<file path="config.mk">
export PLATFORM = sky130hd
export DESIGN_NAME = analytic_cordic_demod_flat
export DESIGN_NICKNAME = d
export VERILOG_FILES = /design/src/rtl/analytic_cordic_demod_pkg.sv /design/src/rtl/analytic_cordic_demod_if.sv /design/src/rtl/analytic_cordic_demod_vec_stage.sv /design/src/rtl/analytic_cordic_demod.sv /design/src/flat_wrapper.sv
export SDC_FILE = /design/constraint.sdc
export NUM_CORES = 1
export LEC_CHECK = 0
export BUFFER_PORTS_ARGS = -buffer_cell sky130_fd_sc_hd__buf_2
export CAP_MARGIN = 20
export CORE_MARGIN = 3
export CORE_UTILIZATION = 38
export CTS_CLUSTER_DIAMETER = 150
export DETAILED_ROUTE_END_ITERATION = 8
export SLEW_MARGIN = 15
export SYNTH_ARGS = -nofsm -noshare
export SYNTH_HDL_FRONTEND = slang
export SYNTH_HIERARCHICAL = 1
export SYNTH_SLANG_ARGS = --single-unit
</file>
<file path="constraint.sdc">
create_clock -name clock -period 4.4 [get_ports clock]
set_clock_uncertainty 0.1 [all_clocks]
set_input_delay 0.88 -clock clock [delete_from_list [all_inputs] [get_ports clock]]
set_output_delay 0.88 -clock clock [all_outputs]
set_load 0.03 [all_outputs]
</file>
<file path="src/rtl/analytic_cordic_demod_pkg.sv">
// cordic_pkg: shared FSM encoding, gain constant and arctangent table for the CORDIC demodulator
package cordic_pkg;
  typedef enum logic [1:0] {IDLE = 2'd0, ROTATE = 2'd1, HOLD = 2'd2} state_t;
  localparam logic [11:0] K_Q11 = 12'd3373;
  localparam int ATAN [16] = '{512, 302, 160, 81, 41, 20, 10, 5, 3, 1, 1, 0, 0, 0, 0, 0};
  function automatic int atan_at(input int i, input int w);
    return i > 15 ? 0 : w >= 12 ? ATAN[i] <<< (w - 12) : ATAN[i] >>> (12 - w);
  endfunction
endpackage

</file>
<file path="src/rtl/analytic_cordic_demod_if.sv">
// analytic_cordic_demod_if: valid/ready input vector and output magnitude/phase bundle
interface analytic_cordic_demod_if #(parameter int W = 12);
  logic in_valid, in_ready, out_valid, out_ready;
  logic signed [W-1:0] Re, Im, phase;
  logic [W+1:0] mag;
  modport master(output in_valid, Re, Im, out_ready, input in_ready, out_valid, mag, phase);
  modport slave(input in_valid, Re, Im, out_ready, output in_ready, out_valid, mag, phase);
endinterface

</file>
<file path="src/rtl/analytic_cordic_demod_vec_stage.sv">
// cordic_vec_stage: one combinational vectoring-mode micro-rotation
module cordic_vec_stage
  import cordic_pkg::*;
#(
  parameter int W = 12,
  parameter int CW = 4
) (
  input  logic signed [W+1:0] x,
  input  logic signed [W+1:0] y,
  input  logic signed [W-1:0] z,
  input  logic [CW-1:0]       i,
  output logic signed [W+1:0] x_next,
  output logic signed [W+1:0] y_next,
  output logic signed [W-1:0] z_next
);
  logic signed [W+1:0] xs, ys;
  logic signed [W-1:0] a;
  logic neg, zero;
  always_comb begin
    xs = x >>> i;
    ys = y >>> i;
    a = W'(atan_at(int'(i), W));
    neg = y[W+1];
    zero = x == '0 && y == '0;
    x_next = neg ? x - ys : x + ys;
    y_next = neg ? y + xs : y - xs;
    // a zero vector has no angle; freezing z keeps its phase at 0
    z_next = zero ? z : neg ? z - a : z + a;
  end
endmodule

</file>
<file path="src/rtl/analytic_cordic_demod.sv">
// analytic_cordic_demod: iterative CORDIC turning an analytic (Re, Im) pair into envelope and phase
module analytic_cordic_demod
  import cordic_pkg::*;
#(
  parameter int total_bits = 12,
  parameter int ITER = 12
) (
  input logic clock,
  input logic reset,
  analytic_cordic_demod_if.slave bus
);
  localparam int W = total_bits;
  localparam int CW = $clog2(total_bits + 1);
  localparam logic signed [W-1:0] QUARTER = W'(1 << (W - 2));
  state_t state, state_next;
  logic signed [W+1:0] x, y, x_next, y_next, re_x, im_x;
  logic signed [W-1:0] z, z_next;
  logic [CW-1:0] i;
  logic accept, last;
  cordic_vec_stage #(.W(W), .CW(CW)) u_stage (
    .x(x), .y(y), .z(z), .i(i), .x_next(x_next), .y_next(y_next), .z_next(z_next)
  );
  always_comb begin
    re_x = {{2{bus.Re[W-1]}}, bus.Re};
    im_x = {{2{bus.Im[W-1]}}, bus.Im};
    bus.in_ready = reset && (state == IDLE || (state == HOLD && bus.out_ready));
    accept = bus.in_valid && bus.in_ready;
    last = i == CW'(ITER - 1);
    state_next = state == IDLE ? (accept ? ROTATE : IDLE)
               : state == ROTATE ? (last ? HOLD : ROTATE)
               : state == HOLD ? (accept ? ROTATE : bus.out_ready ? IDLE : HOLD)
               : IDLE;
    bus.out_valid = state == HOLD;
    bus.mag = $unsigned(x);
    bus.phase = z;
  end
  always_ff @(posedge clock or negedge reset)
    if (!reset) state <= IDLE;
    else state <= state_next;
  // left-half-plane vectors are pre-rotated by -+pi/2 so the micro-rotations always converge
  always_ff @(posedge clock or negedge reset)
    if (!reset) begin
      x <= '0;
      y <= '0;
      z <= '0;
      i <= '0;
    end else if (accept) begin
      x <= !re_x[W+1] ? re_x : !im_x[W+1] ? im_x : -im_x;
      y <= !re_x[W+1] ? im_x : !im_x[W+1] ? -re_x : re_x;
      z <= !re_x[W+1] ? '0 : !im_x[W+1] ? QUARTER : -QUARTER;
      i <= '0;
    end else if (state == ROTATE) begin
      x <= x_next;
      y <= y_next;
      z <= z_next;
      i <= i + CW'(1);
    end
endmodule

</file>
<file path="src/flat_wrapper.sv">
// flat-port wrapper written by rule: the top's interface ports become plain ports
module analytic_cordic_demod_flat import cordic_pkg::*;
#(
  parameter int total_bits = 12,
  parameter int ITER = 12
)
  (clock, reset, bus_in_valid, bus_Re, bus_Im, bus_out_ready, bus_in_ready, bus_out_valid, bus_mag, bus_phase);
  analytic_cordic_demod_if #(.W(12)) bus_i ();
  input logic clock;
  input logic reset;
  input wire logic [$bits(bus_i.in_valid)-1:0] bus_in_valid;
  input wire logic [$bits(bus_i.Re)-1:0] bus_Re;
  input wire logic [$bits(bus_i.Im)-1:0] bus_Im;
  input wire logic [$bits(bus_i.out_ready)-1:0] bus_out_ready;
  output wire logic [$bits(bus_i.in_ready)-1:0] bus_in_ready;
  output wire logic [$bits(bus_i.out_valid)-1:0] bus_out_valid;
  output wire logic [$bits(bus_i.mag)-1:0] bus_mag;
  output wire logic [$bits(bus_i.phase)-1:0] bus_phase;
  assign bus_i.in_valid = bus_in_valid;
  assign bus_i.Re = bus_Re;
  assign bus_i.Im = bus_Im;
  assign bus_i.out_ready = bus_out_ready;
  assign bus_in_ready = bus_i.in_ready;
  assign bus_out_valid = bus_i.out_valid;
  assign bus_mag = bus_i.mag;
  assign bus_phase = bus_i.phase;
  analytic_cordic_demod #(.total_bits(total_bits), .ITER(ITER)) u_core (.clock(clock), .reset(reset), .bus(bus_i));
endmodule
</file>
==> results of run 1 <==
-- cell usage after synthesis (15+ instances only) --
master,n,area share (%)
mux2i_1,45,6.5
o22ai_1,16,1.4
ha_1,51,9.2
dfrtp_1,46,17
buf_2,15,1.1
clkbuf_1,28,1.5
o21ai_0,45,3.3
nor3_1,35,2.5
xnor2_1,49,6.2
nor2_1,80,4.3
xor2_1,19,2.4
nand2b_1,16,1.4
inv_1,33,1.8
nand2_1,99,5.4
nand3_1,16,1.2
a21oi_1,65,4.7
a31oi_1,18,1.6
-- per-stage QoR --
stage                     utilization (%)  setup TNS (ns)  std cells  hold slack (ns)
final                                51.4               0       1285            0.464
after detailed placement             47.4          -0.675       1258            0.463
after global routing                 51.4          -0.686       1285            0.499
after floorplan                         -               0        894            0.421
after global placement               47.4          -0.454       1258            0.434
after CTS                            48.4               0       1266            0.473
-- timing repair --
action	4_1_cts	5_1_grt
pin swaps	0	48
buffers inserted	0	18
endpoints found under the setup margin	9	17
gates cloned	0	2
resized for setup	6	93
-- area by class of cell --
| class | count | area [µm²] |
|---|---|---|
| timing repair buffer | 212 | 1580 |
| sequential | 46 | 1160 |
| clock buffer | 6 | 129 |
| multi-input combinational | 760 | 5730 |
| inverter | 34 | 131 |
| fill | 1684 | 8550 |
| tap | 225 | 282 |
| clock inverter | 2 | 37.5 |
-- cells in the final DEF (no fill, tap or decap), drive strengths merged, types with 6 or more instances in the layout --
master  netlist  layout
nand4         7       7
nand2b       16      16
o211ai        8       8
mux4         13      13
o31ai         6       6
xnor2        49      49
nor4         15      15
a21oi        66      66
mux2         13      13
a22oi         7       7
o21a          7       7
dfrtp        46      46
clkbuf       28       8
inv          33      33
nand2        99      99
nor2         81      81
xor2         19      19
nor2b        14      14
o22ai        16      16
a221oi        8       8
a31oi        18      18
o21ai        47      47
nor3         35      35
and3         12      12
mux2i        46      46
a21o          8       8
ha           51      51
or3           7       7
nand3        16      16
buf          26     210
-- sequential cells by signal (all words and copies together) (netlist names) --
| register | flops |
|---|---|
| u_core/bus.mag | 14 |
| u_core/y | 14 |
| u_core/bus.phase | 12 |
| u_core/state | 2 |
| u_core/i | 4 |
-- worst reg2reg max path: cells and delay by family, from the launching register on --
kind	cells	cell delay (ns)
fa+ha+maj	2	0.55
xor+xnor	1	0.16
mux	3	0.91
buf+inv	2	0.31
simple gates	3	0.33
compound gates	7	1.38
flops	1	0.55
-- layer usage --
| metal | routed length (µm) | part of all wire (%) | vias up | GRT usage, % |
|---|---|---|---|---|
| li1 | - | - | 3619 | - |
| met2 | 11000 | 44 | 308 | 35.9 |
| met3 | 1540 | 6.2 | 53 | 2.68 |
| met4 | 659 | 2.6 | 0 | 5.35 |
| met1 | 11800 | 47 | 3639 | 35.8 |
| met5 | 0 | 0 | - | 0 |
-- cell families (layout without fill, tap and decap cells) --
family	count (synthesis)	count (layout)
buf+inv	88	254
simple gates	329	329
fa+ha+maj	54	54
mux	72	72
compound gates	237	237
xor+xnor	68	68
flops	46	46
-- how the worst max path moves through the flow --
stage | from | endpoint | depth (start not counted)
floorplan | u_core/i[1] | u_core/bus.phase[11] | 21
global placement | u_core/i[0] | u_core/y[13] | 17
detailed placement | u_core/i[0] | u_core/bus.mag[13] | 19
CTS | u_core/i[0] | u_core/bus.mag[12] | 19
global route | u_core/i[0] | u_core/bus.mag[7] | 18
finish | u_core/i[0] | u_core/bus.mag[13] | 18
==> results.yml, run 1 <==
status:
  status: "complete, no violations"
place:
  io_buffers: 55
  dp_slack_ns: -0.173
  place_area_um2: 8330
  dp_hpwl_mm: 18.4
  routabilityCongestion: 0.890
sta:
  tightest_slew_ns: 1.13
  rsz0062_at_grt: "true"
  worst_slack_ns: 0.0390
  hold_viol: 0
  clock.fmax_ghz: 0.229
  setup_viol: 0
  maxSlewViolCount: 0
  relSlewSlack_pct: 24.4
  period_minus_slack_ns: 4.36
  finalCritPeriodShare_pct: 99.1
logic_synthesis:
  synth_edf_count: 0
  synthSimpleGateAreaFrac_pct: 23.5
  synthesis.area_um2: 6930
  syn_inst: 894
  yosys_register_bits: 46
  synth_nets: 976
  synth_xor_area_share_pct: 8.60
  synthMuxAreaShare_pct: 13.1
  synthArstFlopShare_pct: 100
  postSynthAreaPerCell_um2: 7.75
  yosys_warnings: 6
  synthFlopType: "dfrtp_1"
  synth_compound_area_share_pct: 22.5
  synth_cell_types: 82
  synthAdderAreaFrac_pct: 10.1
  yosysSeqAreaShare_pct: 16.6
  synth_top_family_by_area: "simple AND/OR/NAND/NOR gates"
floorplanning:
  start_util_pct: 39.4
  row_count: 48
  io_pins: 56
  fp.coreArea_um2: 17600
  die_h_um: 141
  die_area_um2: 19900
  die_w_um: 141
cts:
  clk_pin_slew_worst_paths_ns: 0.08
  insertion_delay_ns: 0.31
  clockBufferDepth: 2
  cts_sinks: 46
  htree_levels: 2
  cts_made_buffers: 5
  clock-root-buffer: "clkbuf_16"
  cts_tree: "done"
  cts_hold_buf: 0
setup_path:
  r2r-end: "u_core/bus.mag[13]"
  cpLargestDelayFamily: "compound AO/OA/AOI/OAI gates"
  path_class: "flop to flop"
  end_kind: "flop"
  worstPathArrival_ns: 4.50
  crit_path_frequent_cell: "nand2_1"
  critPathMaxStageDelay_ns: 0.55
  path_cells: "buf_12 > clkbuf_16 > mux2i_1 > mux4_2 > mux2_2 > ha_2 > a21oi_4 > ha_1 > nor2b_1 > o21a_1 > o21ai_2 > a211oi_4 > o31ai_2 > nand2_1 > a31oi_2 > xnor2_1 > nand2_1 > a21oi_1"
  r2r_start: "u_core/i[0]"
  cp.required_ns: 4.54
  path_buf_inv: 2
  cp_max_fo: 6
  ff2ff_path_depth: 18
  r2r_slack_ns: 0.04
  slowest_stage: "dfrtp_4"
  critPathLaunchType: "flop"
global_routing:
  grt_pass1_wl_mm: 38.1
  antenna_found_initial: 0
  grt_start_max_net_pins: 48
  overflow: 0
  track_usage_pct: 23.6
  grt_pass1_vias: 6929
detailed_routing:
  routed_wl_mm: 25.0
  postRouteAntennaNets: 0
  drt_first_iter_violations: 848
  wl_per_cell_um: 19.5
  avgViaCountPerCell: 5.93
  via_count: 7619
  dr.pass1.iters: 6
  drc: 0
hold_path:
  hp-start: "u_core/bus.phase[0]"
  min_path_type: "flop to flop"
  holdPathEnd: "u_core/bus.phase[0]"
  holdPathStages: 2
finish:
  drive_gt1_share_pct: 32.1
  area_growth_pct: 30.6
  antenna_cells: 0
  nets: 1141
  design_area_um2: 9050
flow_run:
  timing.max_cap.violations: 0
Power of run 1 is not shown: default switching activity piles up to over one toggle a cycle in this logic, so the estimate is an artifact.
==> run 2, diff against run 1 <==
CORE_UTILIZATION = 45   (was 38)
PLACE_DENSITY = 0.65   (was not set)
==> run 2 against run 1 <==
  * Wire length shrank 6.5%
  * Critical path depth is the same
  * Via count shrank 2.5%
  * Highest routed layer unchanged
==> results.yml, run 2 (synthesized netlist as in run 1, its figures left out) <==
status:
  status: "complete, no violations"
cts:
  htree_levels: 2
  cts_made_buffers: 5
  clockBufferDepth: 2
  insertion_delay_ns: 0.31
  clk_pin_slew_worst_paths_ns: 0.07
  cts_sinks: 46
  clock-root-buffer: "clkbuf_16"
  cts_hold_buf: 0
  cts_tree: "done"
sta:
  tns_ns: 0
  tightest_slew_ns: 1.06
  finalCritPeriodShare_pct: 97.7
  holdWs_ns: 0.452
  period_minus_slack_ns: 4.30
  rsz0062_at_grt: "true"
  clock.fmax_ghz: 0.233
  setup_viol: 0
  hold_viol: 0
  relSlewSlack_pct: 29.2
  maxSlewViolCount: 0
detailed_routing:
  avgViaCountPerCell: 6.31
  via_count: 7431
  drt_first_iter_violations: 804
  dr.pass1.iters: 6
  wl_per_cell_um: 19.9
  postRouteAntennaNets: 0
  drc: 0
  routed_wl_mm: 23.4
setup_path:
  ff2ff_path_depth: 18
  critPathMaxStageDelay_ns: 0.49
  critPathLaunch: "u_core/i[0]"
  r2r-end: "u_core/y[12]"
  cpLargestDelayFamily: "compound AO/OA/AOI/OAI gates"
  end_kind: "flop"
  worstPathArrival_ns: 4.40
  path_buf_inv: 1
  slowest_stage: "mux4_2"
  cp_max_fo: 8
  r2r_slack_ns: 0.10
  critPathLaunchType: "flop"
  path_cells: "buf_12 > mux2_2 > mux4_2 > mux2i_2 > ha_1 > nor2_2 > a21oi_2 > fa_2 > a21o_1 > a21oi_2 > nor2b_1 > o21a_1 > o311a_1 > nor2_1 > a21oi_1 > xor2_1 > nand2_1 > a31oi_1"
  r2r_start: "u_core/i[0]"
  path_class: "flop to flop"
  cp.required_ns: 4.50
  crit_path_frequent_cell: "a21oi_2"
place:
  place_area_um2: 7790
  io_buffers: 55
  dp_hpwl_mm: 17.5
  dp_cells: 1152
  routabilityCongestion: 0.963
floorplanning:
  start_util_pct: 46.8
  die_w_um: 130
  io_pins: 56
  die_h_um: 130
  row_count: 44
  die_area_um2: 16900
  fp.coreArea_um2: 14800
global_routing:
  grt_pass1_wl_mm: 35.9
  grt_pass1_vias: 6544
  grt_start_max_net_pins: 48
  overflow: 0
  antenna_found_initial: 0
  track_usage_pct: 26.8
finish:
  antenna_cells: 0
  area_growth_pct: 20.8
  design_area_um2: 8370
  final_cell_mix: "nand2_1, buf_4, nor2_1, a21oi_1, buf_2"
  drive_gt1_share_pct: 25.2
  fin_cells: 1177
  layout_commonest_cell: "nand2_1"
  nets: 1074
flow_run:
  timing.max_cap.violations: 0
hold_path:
  holdPathStages: 2
  hp-start: "u_core/bus.phase[0]"
  min_path_type: "flop to flop"
  holdPathEnd: "u_core/bus.phase[0]"
==> run 2: changes by cell type in the layout (fill, tap and decap cells not counted), moves of 3 or more <==
cell,before,now
a21oi_1,54,58
a21oi_2,11,7
buf_12,7,4
buf_4,147,81
ha_1,46,49
ha_2,5,1
nor3_2,7,4
o21ai_0,31,35
o21ai_2,4,1
==> run 2: how the worst max path moves through the flow <==
stage,to,cells after the start
2_1_floorplan,u_core/bus.phase[11],21
3_3_place_gp,u_core/bus.mag[13],19
3_5_place_dp,u_core/bus.mag[13],19
4_1_cts,u_core/y[12],18
5_1_grt,u_core/bus.mag[13],18
6_report,u_core/y[12],18
==> run 2: repair_timing <==
| action | in CTS | in global routing |
|---|---|---|
| pin swaps | 0 | 22 |
| cloned | 0 | 1 |
| buffers inserted | 0 | 15 |
| gates resized for setup | 3 | 65 |
| endpoints found under the setup margin | 3 | 15 |
==> run 2: worst register-to-register path, stage by stage (launching register included) <==
cell and delay [ns]:
dfrtp_2 0.45, buf_12 0.16, mux2_2 0.37, mux4_2 0.49, mux2i_2 0.21, ha_1 0.28, nor2_2 0.10, a21oi_2 0.06
fa_2 0.37, a21o_1 0.18, a21oi_2 0.16, nor2b_1 0.06, o21a_1 0.20, o311a_1 0.33, nor2_1 0.15, a21oi_1 0.09
xor2_1 0.14, nand2_1 0.07, a31oi_1 0.21
==> run 2: per-stage QoR <==
step	utilization, %	worst slack, ns
finish	56.5	0.103
global route	56.5	-0.0691
CTS	53.7	0.00602
detailed placement	52.6	-0.0854
global placement	52.5	0.0351
floorplan	-	0.0162
==> run 2: cell type report <==
class	count	area [µm²]
flip-flops and latches	46	1150
fillers	1368	6440
clock buffers	5	125
repair buffers	145	1040
clock inverters	3	22.5
multi-input cells	760	5670
well taps	184	230
inverters	34	128
==> run 2: layer usage <==
layer	up-vias	share of wire [%]	global-route usage, %
met3	45	7.8	3.85
met1	3558	46	40.5
met5	-	0	0
met4	0	2.0	6.54
li1	3488	-	-
met2	340	44	40.2
Power of run 2 is left out for the same reason.
==> run 3, diff against run 2 <==
REMOVE_ABC_BUFFERS = 1   (was not set)
SETUP_SLACK_MARGIN = 0.2   (was not set)
==> run 3 against run 2 <==
  * Sequential share of layout area fell by 0.62 points
  * Via count decreased by 0.13%
  * Highest routed layer unchanged
  * Non-clock buffer count rose by 33
  * Wire length increased by 0.31%
  * Register-to-register slack improved by 0.08 ns
  * Cell area is 4.7% higher
  * Fmax up 2.0%
  * Critical endpoint unchanged
  * Count of clock-buffer cells in the layout unchanged
  * First-iteration DRC count decreased by 27%
  * Utilization up 2.7 points
  * Critical path depth stayed put
==> results.yml, run 3 (synthesized netlist as in run 1, its figures left out) <==
status:
  status: "complete, no violations"
detailed_routing:
  drt_first_iter_violations: 589
  dr.pass1.iters: 5
  wl_per_cell_um: 19.4
  avgViaCountPerCell: 6.13
  routed_wl_mm: 23.5
  postRouteAntennaNets: 0
  drc: 0
  via_count: 7421
cts:
  clock-root-buffer: "clkbuf_16"
  cts_made_buffers: 5
  cts_hold_buf: 0
  insertion_delay_ns: 0.30
  cts_sinks: 46
  clk_pin_slew_worst_paths_ns: 0.08
  clockBufferDepth: 2
  htree_levels: 2
  cts_tree: "done"
setup_path:
  critPathLaunchType: "flop"
  ff2ff_path_depth: 18
  path_class: "flop to flop"
  cp_max_fo: 7
  r2r_start: "u_core/i[0]"
  end_kind: "flop"
  cp.required_ns: 4.53
  worstPathArrival_ns: 4.35
  r2r-end: "u_core/y[12]"
  r2r_slack_ns: 0.19
global_routing:
  overflow: 0
  track_usage_pct: 27.0
  grt_start_max_net_pins: 48
  grt_pass1_vias: 6744
  grt_pass1_wl_mm: 36.4
  antenna_found_initial: 0
sta:
  period_minus_slack_ns: 4.21
  rsz0062_at_grt: "true"
  relSlewSlack_pct: 40.4
  worst_slack_ns: 0.186
  finalCritPeriodShare_pct: 95.8
  maxSlewViolCount: 0
  setup_viol: 0
  hold_viol: 0
  clock.fmax_ghz: 0.237
  tightest_slew_ns: 0.891
hold_path:
  holdPathStages: 2
  holdPathEnd: "u_core/bus.phase[0]"
  hp-start: "u_core/bus.phase[0]"
  min_path_type: "flop to flop"
finish:
  design_area_um2: 8760
  drive_gt1_share_pct: 29.7
  fin_cells: 1210
  layout_commonest_cell: "buf_4"
  final_cell_mix: "buf_4, nand2_1, nor2_1, buf_2, a21oi_1"
  nets: 1107
  antenna_cells: 0
  area_growth_pct: 26.5
  utilization_pct: 59.2
place:
  dp_cells: 1182
  dp_hpwl_mm: 17.5
  dp_slack_ns: 0.0712
  routabilityCongestion: 0.920
  place_area_um2: 7960
  io_buffers: 55
floorplanning:
  die_area_um2: 16900
  io_pins: 56
  die_w_um: 130
  row_count: 44
  die_h_um: 130
  start_util_pct: 46.8
  fp.coreArea_um2: 14800
flow_run:
  timing.max_cap.violations: 0
[run 3: cell count changes in the layout (fill, tap and decap cells not counted), sizes merged]
cell,delta
clkinv,-1
clkinvlp,+1
bufinv,+1
buf,+33
inv,-1
[run 3: per-stage QoR]
stage	hold WS, ns	setup TNS, ns
after floorplan	0.435	-8.93
after global placement	0.426	0
after detailed placement	0.433	0
after CTS	0.443	0
after global routing	0.485	0
final	0.439	0
[run 3: how the worst max path moves through the flow]
stage | from | end | slack [ns] | cells after the start
detailed placement | u_core/i[1] | u_core/bus.phase[11] | 0.07 | 18
global placement | u_core/i[1] | u_core/bus.phase[11] | 0.09 | 18
global route | u_core/i[0] | u_core/y[13] | 0.008 | 18
CTS | u_core/i[0] | u_core/bus.mag[7] | 0.20 | 17
floorplan | u_core/i[1] | u_core/bus.phase[11] | -0.90 | 18
finish | u_core/i[0] | u_core/y[12] | 0.19 | 18
[run 3: routing by layer]
metal  share of wire (%)  global-route usage (%)
met2                  47                    43.6
met5                   0                       0
met3                 6.8                    3.93
met1                  44                    38.2
met4                 2.2                    6.78
[run 3: repair_timing]
item / CTS / global route
buffers inserted: 1 / 18
gates resized for setup: 10 / 104
setup endpoints to repair: 9 / 19
cloned: 0 / 1
pin swaps: 1 / 46
[run 3: critical path: stages, from the launching register on]
cell	delay (ns)
dfrtp_2	0.52
buf_6	0.17
mux2_4	0.31
mux4_2	0.48
mux2i_2	0.20
ha_2	0.31
nor2_2	0.09
a21oi_2	0.06
fa_2	0.35
a21o_1	0.17
a21oi_2	0.14
nor2b_1	0.07
o21a_1	0.21
o311a_1	0.38
nor2_2	0.12
a21oi_2	0.07
xor2_1	0.16
nand2_1	0.08
a31oi_1	0.17
[run 3: cell type report]
type                            instances  area, µm²
Clock buffer                            5        125
Timing Repair Buffer                  178       1290
Fill cell                            1347       6050
Tap cell                              184        230
Inverter                               34        129
Sequential cell                        46       1150
Clock inverter                          3       48.8
Multi-Input combinational cell        760       5790
Power of run 3 is left out for the same reason.
